`src/rtl/wb_master.sv`:
```
// Wishbone classic single-transfer master: one valid/ready command in, one
// bus cycle out, one-cycle response pulse back with read data and error flag.
module wb_master #(
  parameter int unsigned ADDR_WIDTH = 32,
  parameter int unsigned DATA_WIDTH = 32,
  parameter int unsigned TIMEOUT    = 16
) (
  input  logic                    clock,
  input  logic                    reset,
  input  logic                    req_valid,
  output logic                    req_ready,
  input  logic                    req_we,
  input  logic [ADDR_WIDTH-1:0]   req_addr,
  input  logic [DATA_WIDTH-1:0]   req_wdata,
  input  logic [DATA_WIDTH/8-1:0] req_sel,
  output logic                    resp_valid,
  output logic [DATA_WIDTH-1:0]   resp_rdata,
  output logic                    resp_err,
  output logic                    CYC_O,
  output logic                    STB_O,
  output logic                    WE_O,
  output logic [ADDR_WIDTH-1:0]   ADR_O,
  output logic [DATA_WIDTH-1:0]   DAT_O,
  output logic [DATA_WIDTH/8-1:0] SEL_O,
  input  logic                    ACK_I,
  input  logic                    ERR_I,
  input  logic [DATA_WIDTH-1:0]   DAT_I
);

  localparam int unsigned SW = DATA_WIDTH / 8;
  localparam int unsigned CW = (TIMEOUT == 0) ? 1 : $clog2(TIMEOUT + 1);
  localparam bit          TO_EN = (TIMEOUT != 0);
  localparam logic [CW-1:0] TO_LAST = CW'((TIMEOUT == 0) ? 0 : TIMEOUT - 1);

  typedef enum logic [1:0] {IDLE, BUS, RESP} state_e;

  state_e                state_q;
  logic                  cyc_q;
  logic                  we_q;
  logic [ADDR_WIDTH-1:0] adr_q;
  logic [DATA_WIDTH-1:0] dat_q;
  logic [SW-1:0]         sel_q;
  logic                  resp_valid_q;
  logic [DATA_WIDTH-1:0] resp_rdata_q;
  logic                  resp_err_q;
  logic [CW-1:0]         cnt_q;
  logic                  timeout_hit;

  assign timeout_hit = TO_EN && (cnt_q == TO_LAST);

  // Ready is gated by reset directly so it reads 0 while reset is held and
  // 1 in the very first cycle after release.
  assign req_ready  = (state_q == IDLE) && !reset;
  assign resp_valid = resp_valid_q;
  assign resp_rdata = resp_rdata_q;
  assign resp_err   = resp_err_q;
  assign CYC_O      = cyc_q;
  assign STB_O      = cyc_q;
  assign WE_O       = we_q;
  assign ADR_O      = adr_q;
  assign DAT_O      = dat_q;
  assign SEL_O      = sel_q;

  always_ff @(posedge clock) begin
    if (reset) begin
      state_q      <= IDLE;
      cyc_q        <= 1'b0;
      we_q         <= 1'b0;
      adr_q        <= '0;
      dat_q        <= '0;
      sel_q        <= '0;
      resp_valid_q <= 1'b0;
      resp_rdata_q <= '0;
      resp_err_q   <= 1'b0;
      cnt_q        <= '0;
    end else begin
      case (state_q)
        IDLE: begin
          if (req_valid) begin
            we_q    <= req_we;
            adr_q   <= req_addr;
            dat_q   <= req_wdata;
            sel_q   <= req_sel;
            cnt_q   <= '0;
            cyc_q   <= 1'b1;
            state_q <= BUS;
          end
        end
        BUS: begin
          // Priority: ERR_I over ACK_I over timeout.
          if (ERR_I) begin
            cyc_q        <= 1'b0;
            resp_valid_q <= 1'b1;
            resp_err_q   <= 1'b1;
            resp_rdata_q <= '0;
            state_q      <= RESP;
          end else if (ACK_I) begin
            cyc_q        <= 1'b0;
            resp_valid_q <= 1'b1;
            resp_err_q   <= 1'b0;
            resp_rdata_q <= we_q ? '0 : DAT_I;
            state_q      <= RESP;
          end else if (timeout_hit) begin
            cyc_q        <= 1'b0;
            resp_valid_q <= 1'b1;
            resp_err_q   <= 1'b1;
            resp_rdata_q <= '0;
            state_q      <= RESP;
          end else if (cnt_q != '1) begin
            cnt_q <= cnt_q + CW'(1);
          end
        end
        RESP: begin
          resp_valid_q <= 1'b0;
          state_q      <= IDLE;
        end
        default: state_q <= IDLE;
      endcase
    end
  end

endmodule

```
`config.mk`:
```
export PLATFORM = sky130hd
export DESIGN_NAME = wb_master
export DESIGN_NICKNAME = d
export VERILOG_FILES = /design/src/rtl/wb_master.sv
export SDC_FILE = /design/constraint.sdc
export NUM_CORES = 1
export LEC_CHECK = 0
export ABC_CLOCK_PERIOD_IN_PS = 2680
export CAP_MARGIN = 0
export CORE_MARGIN = 2
export CORE_UTILIZATION = 32
export DETAILED_ROUTE_END_ITERATION = 6
export GPL_ROUTABILITY_DRIVEN = 0
export HOLD_SLACK_MARGIN = 0.08
export PLACE_DENSITY = 0.67
export SLEW_MARGIN = 40
export SYNTH_ARGS = -nofsm -noshare
export SYNTH_HDL_FRONTEND = slang
export SYNTH_SLANG_ARGS = --single-unit
```
`constraint.sdc`:
```
create_clock -name clock -period 2.68 [get_ports clock]
set_input_delay 0.536 -clock clock [delete_from_list [all_inputs] [get_ports clock]]
set_output_delay 0.536 -clock clock [all_outputs]
set_load 0.005 [all_outputs]
```
# == Word level (Yosys, flattened, before mapping) ==
# Index checks and enable logic that the tools add are counted.
# op_classes
add_sub_neg,1
shift,0
mux,26
div,0
magnitude_cmp,0
reduce_logical,12
mul,0
eq_ne,10
bitwise_logic,0
# op_table
operator,n
2-to-1 mux 32 bit,4
2-to-1 mux 5 bit,5
"inequality test 2 bit, second input constant",5
one-hot mux 5 bit (2 select lines),1
2-to-1 mux 1 bit,9
2-to-1 mux 2 bit,4
AND reduction 2 bit,4
AND reduction 6 bit,1
"adder 5 x 1 -> 5 bit, second input constant",1
"== test 5 x 4 -> 1 bit, second input constant",1
"inequality test 5 bit, second input constant",1
"inequality test 4 bit, second input constant",1
one-hot mux 1 bit (2 select lines),2
one-hot mux 2 bit (2 select lines),1
nonzero test 2 bit,2
AND reduction 3 bit,1
nonzero test 3 bit,1
"== test 2 x 1 -> 1 bit, second input constant",1
"== test 2 bit, second input constant",1
zero test 2 bit,1
logical AND 1 bit,1
zero test 1 bit,1
# totals
in_bits,106
n_memories,0
latchBits,0
out_inout_bits,106
regBits,111
rom_bits,0
mem_bits_rw,0

# == Depth between registers and ports, before layout ==
# Gate-level depths: netlist (run 1).
# logic_depth
word_depth,6
ltp_mapped,8
ltp_nobuf,6

# == Worst setup path before layout (run 1) ==
# Ideal clock, no wire load.
# synth_path
path_type,flip-flop to flip-flop
startpoint,reg cnt_q[0]
endpoint,reg cnt_q[0]
setup_time_ps,70
required_ps,2610
synth_period_minus_slack_ps,2164
stages_incl_launch_ff,7
t_arrival_ps,2094
n_path_buf,0
setup_slack_ps,516
path_cell_list,dfxtp_1 > ha_1 > and3_1 > ha_1 > or4b_1 > or4_1 > a21oi_1
# synth_via
elab_chain_cells,6
word_cells_on_any_way,11
# synth_lines
element,line_no,source
from (decl),46,logic [CW-1:0] cnt_q;
from (signal assigned),110,cnt_q <= cnt_q + CW'(1);
adder 5 x 1 -> 5 bit,110,
2-to-1 mux 5 bit,109,end else if (cnt_q != '1) begin
2-to-1 mux 5 bit,103,end else if (timeout_hit) begin
2-to-1 mux 5 bit,97,end else if (ACK_I) begin
2-to-1 mux 5 bit,91,if (ERR_I) begin
one-hot mux 5 bit (2 select lines),77,case (state_q)
# Several ways; a longest one is shown, not always the timed one. The select of a mux whose other input is x is not followed.
# A chain may end at the register's enable or synchronous reset.

# == Final worst setup path (run 1) ==
# Same ends and word-level chain as after synthesis.

==> results of run 1 <==
==> worst max path at each step <==
stage               startpoint         to  slack [ns]
floorplan             cnt_q[0]   cnt_q[0]        0.52
global placement         ERR_I   cnt_q[0]        0.32
detailed placement       ERR_I   cnt_q[0]        0.34
CTS                 state_q[0]  req_ready        0.27
global route        state_q[0]  req_ready        0.20
finish                cnt_q[0]   cnt_q[0]        0.28
==> per-stage QoR <==
stage / total power, mW / std cells / setup WS, ns
finish: 3.86 / 884 / 0.283
global route: 4.04 / 884 / 0.201
CTS: 3.92 / 884 / 0.273
detailed placement: 2.53 / 868 / 0.340
global placement: 2.51 / 868 / 0.319
floorplan: 2.09 / 514 / 0.516
==> logic make-up (layout without fill, tap and decap cells) <==
kind of cell / Yosys count / after routing / share of synthesized area [%]
compound gates: 124 / 124 / 16.0
fa+ha+maj: 6 / 6 / 1.82
buf+inv: 46 / 244 / 4.76
mux: 2 / 2 / 0.515
simple gates: 225 / 225 / 23.0
flops: 111 / 111 / 53.8
==> power by group through the flow <==
stage	combinational (mW)	sequential [mW]	clock (mW)
6_report	0.692	1.79	1.38
2_1_floorplan	0.259	1.83	0
5_1_grt	0.753	1.80	1.49
3_3_place_gp	0.684	1.82	0
4_1_cts	0.699	1.79	1.43
3_5_place_dp	0.696	1.83	0
==> registers in the layout (all words and copies together) (netlist names) <==
name        count
ADR_O          32
CYC_O           1
DAT_O          32
SEL_O           4
WE_O            1
cnt_q           5
resp_err        1
resp_rdata     32
resp_valid      1
state_q         2
==> final cells by class <==
cell class	instances	area, sq um	share of cell area [%]
inverters	5	18.8	0.279
clock buffers	14	274	4.08
clock inverters	2	37.5	0.558
well taps	172	215	3.20
repair buffers	223	2230	33.1
flip-flops and latches	111	2220	33.1
multi-input cells	357	1730	25.7
==> placed cells by master, fill, tap and decap left out, types with 2 or more instances in the layout <==
master             n
buf_4             10
a21oi_1          107
o31ai_1            3
buf_12             2
ha_1               6
nand2_1          171
o21ai_0            4
nand4_1            3
inv_1              5
dfxtp_1          111
clkdlybuf4s50_1  210
clkbuf_8           3
clkbuf_1           2
a31oi_1            2
nor2b_1            2
nand3_1           34
clkbuf_16          9
==> per-layer routing <==
layer | up-vias | track usage [%] | wire length (um)
li1 | 2094 | - | -
met1 | 1927 | 20.1 | 5260
met2 | 150 | 31.0 | 6140
met3 | 19 | 5.38 | 919
met4 | 0 | 8.36 | 335
met5 | - | 0 | 0
==> worst max-delay path, delay by kind of cell, from the launching register on <==
family	cells	cell delay, ns
adder cells (fa/ha/maj)	2	0.47
AND/OR/NAND/NOR	3	1.36
AO/OA/AOI/OAI	1	0.16
flip-flops	1	0.33
==> flow_summary.yaml, run 1 <==
synth:
  yosys_register_bits: 111
  async_flop_share_pct: 0
  ys_seq_area_share_pct: 53.8
  ys_warn_count: 0
  synth_nets: 626
  synthTopCellsByArea: "dfxtp_1 (54%), nand2_1 (16%), a21oi_1 (13%)"
  yosysUniqueCellTypes: 38
  syn_area_per_cell_sq_um: 8.03
  syn_area_sq_mm: 0.00413
  synth_edf_count: 0
  synthFlopType: "dfxtp_1"
  syn-instance-count: 514
  synth_top_area_share_pct: 53.8
  synthTopCellsByCount: "nand2_1 (172), dfxtp_1 (111), a21oi_1 (107), nand3_1 (34), clkbuf_1 (28)"
  synth.most_common_cell: "nand2_1"
  yosysTopAreaCell: "dfxtp_1"
die:
  pin_count: 212
  dieArea_sq_mm: 0.0138
  core-area_sq_mm: 0.0126
  die_h_um: 118
  dieWidth_um: 118
  initial_core_util_pct: 32.7
  core.rowCount: 41
timing:
  setup-tns-final_ns: 0
  worst_pin_slew_ns: 0.847
  min_period_over_period_pct: 89.4
  finalHoldViolCount: 0
  max_clock_freq_mhz: 417
  period_minus_slack_ns: 2.40
  fin_skew_ns: 0.00305
  maxSlewViolCount: 0
  slew_headroom_pct: 43.6
  finalSetupViolations: 0
  rsz0062_at_grt: "false"
  hold_ws_ns: 0.450
clock_tree:
  numClockSinks: 111
  hold_buffers: 0
  clk_latency_ns: 0.34
  htreeDepth: 3
  cts.path.max_buffers: 2
  clk_pin_slew_ns: 0.07
  numCtsBuffers: 9
  cts-resized-gates: 0
  cts-root-buf: "clkbuf_16"
  cts_tree: "built"
  post_cts_buffers: 0
setup_path:
  cp_max_fo: 5
  crit_slowest_cell: "or4b_1"
  rr_endpoint: "cnt_q[0]"
  path_cells: "ha_1 -> and3_1 -> ha_1 -> or4b_1 -> or4_1 -> a21oi_1"
  crit_required_ns: 2.95
  cp_common_cell: "ha_1"
  r2r_start: "cnt_q[0]"
  start_kind: "flip-flop"
  reg2reg_depth: 6
  critPathMaxStageDelay_ns: 0.60
  ff2ff_setup_slack_ns: 0.28
  cp-end-kind: "flip-flop"
  critical_path_arrival_ns: 2.66
  setup.worst_path.class: "flip-flop to flip-flop"
routing:
  vias: 4190
  drt_first_pass_iters: 6
  wl_per_cell_um: 14.3
  ant_nets: 0
  drc: 0
  drtIter0Drc: 255
  routed_wl_mm: 12.7
  viasPerCell: 4.74
final_layout:
  syn_to_final_growth_pct: 62.9
  fin_util_pct: 53.3
  layout-drive-gt1-share_pct: 4.92
  fin_area_sq_mm: 0.00672
  diodes: 0
  final_nets: 819
  fill_cells: 1201
worst_hold_path:
  min_delay_path_depth: 2
  holdPathEnd: "resp_rdata[12]"
  min_path_type: "flip-flop to flip-flop"
  min_from: "resp_rdata[12]"
pwr:
  power_switching_mw: 0.928
  p_per_area_mw_per_mm2: 574
  internal-power_mw: 2.93
  seqPwrFrac_pct: 46.4
  clockPowerShare_pct: 35.7
  vdd_drop_max_mv: 0.243
  p_comb_share_pct: 17.9
  leakagePower_nw: 2.40
  p_sw_share_pct: 24.0
global_route:
  grt_overflow: 0
  grt_pass1_vias: 4054
  grt_pass1_wl_mm: 20.1
  track_usage_pct: 17.9
  grt_start_max_net_pins: 110
  antenna_found_initial: 0
placed_design:
  port_buffers: 211
  dp_hpwl_mm: 9.02
  place_area_sq_mm: 0.00641
outcome:
  outcome: "complete, no violations"
job:
  max_cap_viol_count: 0
Power figures use the tool's default switching activity.
==> run 2: changes to the inputs <==
--- a/config.mk
+++ b/config.mk
@@ -5,6 +5,7 @@
 export SDC_FILE = /design/constraint.sdc
 export NUM_CORES = 1
 export LEC_CHECK = 0
+export ABC_AREA = 1
 export ABC_CLOCK_PERIOD_IN_PS = 2680
 export CAP_MARGIN = 0
 export CORE_MARGIN = 2
@@ -13,6 +14,7 @@
 export GPL_ROUTABILITY_DRIVEN = 0
 export HOLD_SLACK_MARGIN = 0.08
 export PLACE_DENSITY = 0.67
+export SKIP_CTS_REPAIR_TIMING = 1
 export SLEW_MARGIN = 40
 export SYNTH_ARGS = -nofsm -noshare
 export SYNTH_HDL_FRONTEND = slang
==> flow_summary.yaml, run 2 <==
outcome:
  outcome: "complete, no violations"
synth:
  syn_area_sq_mm: 0.00414
  synth_edf_count: 0
  yosys_register_bits: 111
  ys_warn_count: 0
  synthTopCellsByArea: "dfxtp_1 (54%), nor2_1 (14%), o21ai_0 (8.5%)"
  async_flop_share_pct: 0
  syn-instance-count: 536
  syn_area_per_cell_sq_um: 7.72
  synthFlopType: "dfxtp_1"
  ys_seq_area_share_pct: 53.7
  synthTopCellsByCount: "nor2_1 (153), dfxtp_1 (111), o21ai_0 (70), nand2_1 (60)"
  synth.most_common_cell: "nor2_1"
  synth_top_area_share_pct: 53.7
  yosysTopAreaCell: "dfxtp_1"
  yosysUniqueCellTypes: 20
  synth_nets: 648
routing:
  vias: 4195
  drtIter0Drc: 175
  drt_first_pass_iters: 5
  viasPerCell: 4.64
  routed_wl_mm: 12.3
  ant_nets: 0
  drc: 0
  wl_per_cell_um: 13.6
global_route:
  antenna_found_initial: 0
  grt_start_max_net_pins: 74
  grt_pass1_wl_mm: 20.0
  track_usage_pct: 17.7
  grt_pass1_vias: 4074
  grt_overflow: 0
clock_tree:
  htreeDepth: 3
  cts.path.max_buffers: 2
  clk_pin_slew_ns: 0.07
  numClockSinks: 111
  cts-root-buf: "clkbuf_16"
  numCtsBuffers: 9
  clk_latency_ns: 0.35
  cts_tree: "built"
pwr:
  p_comb_share_pct: 19.1
  p_per_area_mw_per_mm2: 590
  finalPower_mw: 3.92
  clockPowerShare_pct: 34.3
  internal-power_mw: 2.92
  leakagePower_nw: 2.51
  seqPwrFrac_pct: 46.6
  p_sw_share_pct: 25.6
  power_switching_mw: 1.00
  vdd_drop_max_mv: 0.264
setup_path:
  crit_slowest_cell: "clkdlybuf4s50_1"
  start_kind: "flip-flop"
  critPathMaxStageDelay_ns: 0.52
  cp-end-kind: "output pin"
  crit_required_ns: 2.14
  rr_endpoint: "resp_rdata[15]"
  reg2reg_depth: 9
  path_cells: "inv_1 -> ha_1 -> inv_1 -> nor2_1 -> clkdlybuf4s50_1"
  setup.worst_path.class: "flip-flop to output pin"
  cp_max_fo: 3
  critical_path_arrival_ns: 1.69
  r2r_start: "cnt_q[0]"
  cp_common_cell: "inv_1"
  path_buf_inv: 3
  crit_family: "buffers and inverters"
  ff2ff_setup_slack_ns: 0.65
timing:
  period_minus_slack_ns: 2.23
  finalHoldViolCount: 0
  maxSlewViolCount: 0
  rsz0062_at_grt: "false"
  finalSetupViolations: 0
  min_period_over_period_pct: 83.2
  fin_skew_ns: 0.00395
  worst_pin_slew_ns: 0.517
  slew_headroom_pct: 65.5
  max_clock_freq_mhz: 449
  setup-tns-final_ns: 0
final_layout:
  multi_input_area_sq_mm: 0.00167
  final_common_cell: "clkdlybuf4s50_1"
  diodes: 0
  syn_to_final_growth_pct: 60.6
  final_nets: 840
  layout-drive-gt1-share_pct: 4.50
  final_cell_mix: "clkdlybuf4s50_1 (211), nor2_1 (153), dfxtp_1 (111)"
  fill_cells: 1226
  fin_util_pct: 52.7
  final-seq-area_sq_mm: 0.00222
worst_hold_path:
  min_path_type: "flip-flop to flip-flop"
  holdPathEnd: "resp_rdata[26]"
  min_from: "resp_rdata[26]"
  min_delay_path_depth: 2
die:
  dieWidth_um: 118
  initial_core_util_pct: 32.8
  die_h_um: 118
  core-area_sq_mm: 0.0126
  core.rowCount: 41
  pin_count: 212
  dieArea_sq_mm: 0.0139
placed_design:
  port_buffers: 211
  dp_hpwl_mm: 8.71
job:
  max_cap_viol_count: 0
## run 2: cell count changes in the layout (fill, tap and decap cells not counted), sizes merged, moves of 4 or more
cell    change
o21ai      +68
buf         -6
nor2      +154
inv         +9
nand2     -111
nand3       +5
o31ai       -4
a21oi      -67
clkbuf      -5
## run 2: final cells by class
class / instances / area share [%]
Timing Repair Buffer: 218 / 32.9
Inverter: 14 / 0.790
Multi-Input combinational cell: 374 / 25.1
Tap cell: 172 / 3.24
Clock buffer: 9 / 3.39
Clock inverter: 7 / 1.11
Sequential cell: 111 / 33.4
## run 2: cell families after synthesis
family          Yosys count  synth area share (%)
compound gates          112                  13.9
fa+ha+maj                 6                  1.81
buf+inv                  51                  5.95
flops                   111                  53.7
simple gates            256                  24.6
## run 2: power by group through the flow
stage / registers [mW] / logic, mW / clock network [mW]
floorplan: 1.87 / 0.295 / 0
global placement: 1.86 / 0.744 / 0
detailed placement: 1.87 / 0.758 / 0
CTS: 1.83 / 0.760 / 1.40
global route: 1.84 / 0.830 / 1.46
finish: 1.83 / 0.749 / 1.35
## run 2: worst max-delay path by stage
| stage | cells past startpoint | endpoint | slack [ns] | start |
|---|---|---|---|---|
| after floorplan | 3 | req_ready | 0.97 | reset |
| after global placement | 3 | req_ready | 0.44 | reset |
| after detailed placement | 3 | req_ready | 0.44 | reset |
| after CTS | 5 | req_ready | 0.43 | state_q[1] |
| after global routing | 5 | req_ready | 0.38 | state_q[0] |
| final | 5 | req_ready | 0.45 | state_q[1] |
## run 2: stage by stage
step                      hold slack [ns]  setup slack, ns  cell area [sq um]  instances
after global placement              0.451            0.440               6350        889
after floorplan                     0.456            0.973               4140        536
final                               0.463            0.451               6650        905
after CTS                           0.467            0.427               6650        905
after global routing                0.480            0.380               6650        905
after detailed placement            0.456            0.442               6350        889
## run 2: worst reg2reg max path, stage by stage (launching register included)
cell and delay, ns:
dfxtp_1 0.39, ha_1 0.19, nand2_1 0.08, nor2_1 0.16, ha_1 0.20, inv_1 0.08
a21oi_4 0.25, buf_4 0.34, nand3_1 0.12, a21oi_1 0.16
## run 2: per-layer routing
metal,GRT usage (%),wire [um]
met5,0,0
met4,9.41,418
met1,20.5,5120
met2,29.0,5820
met3,5.96,948
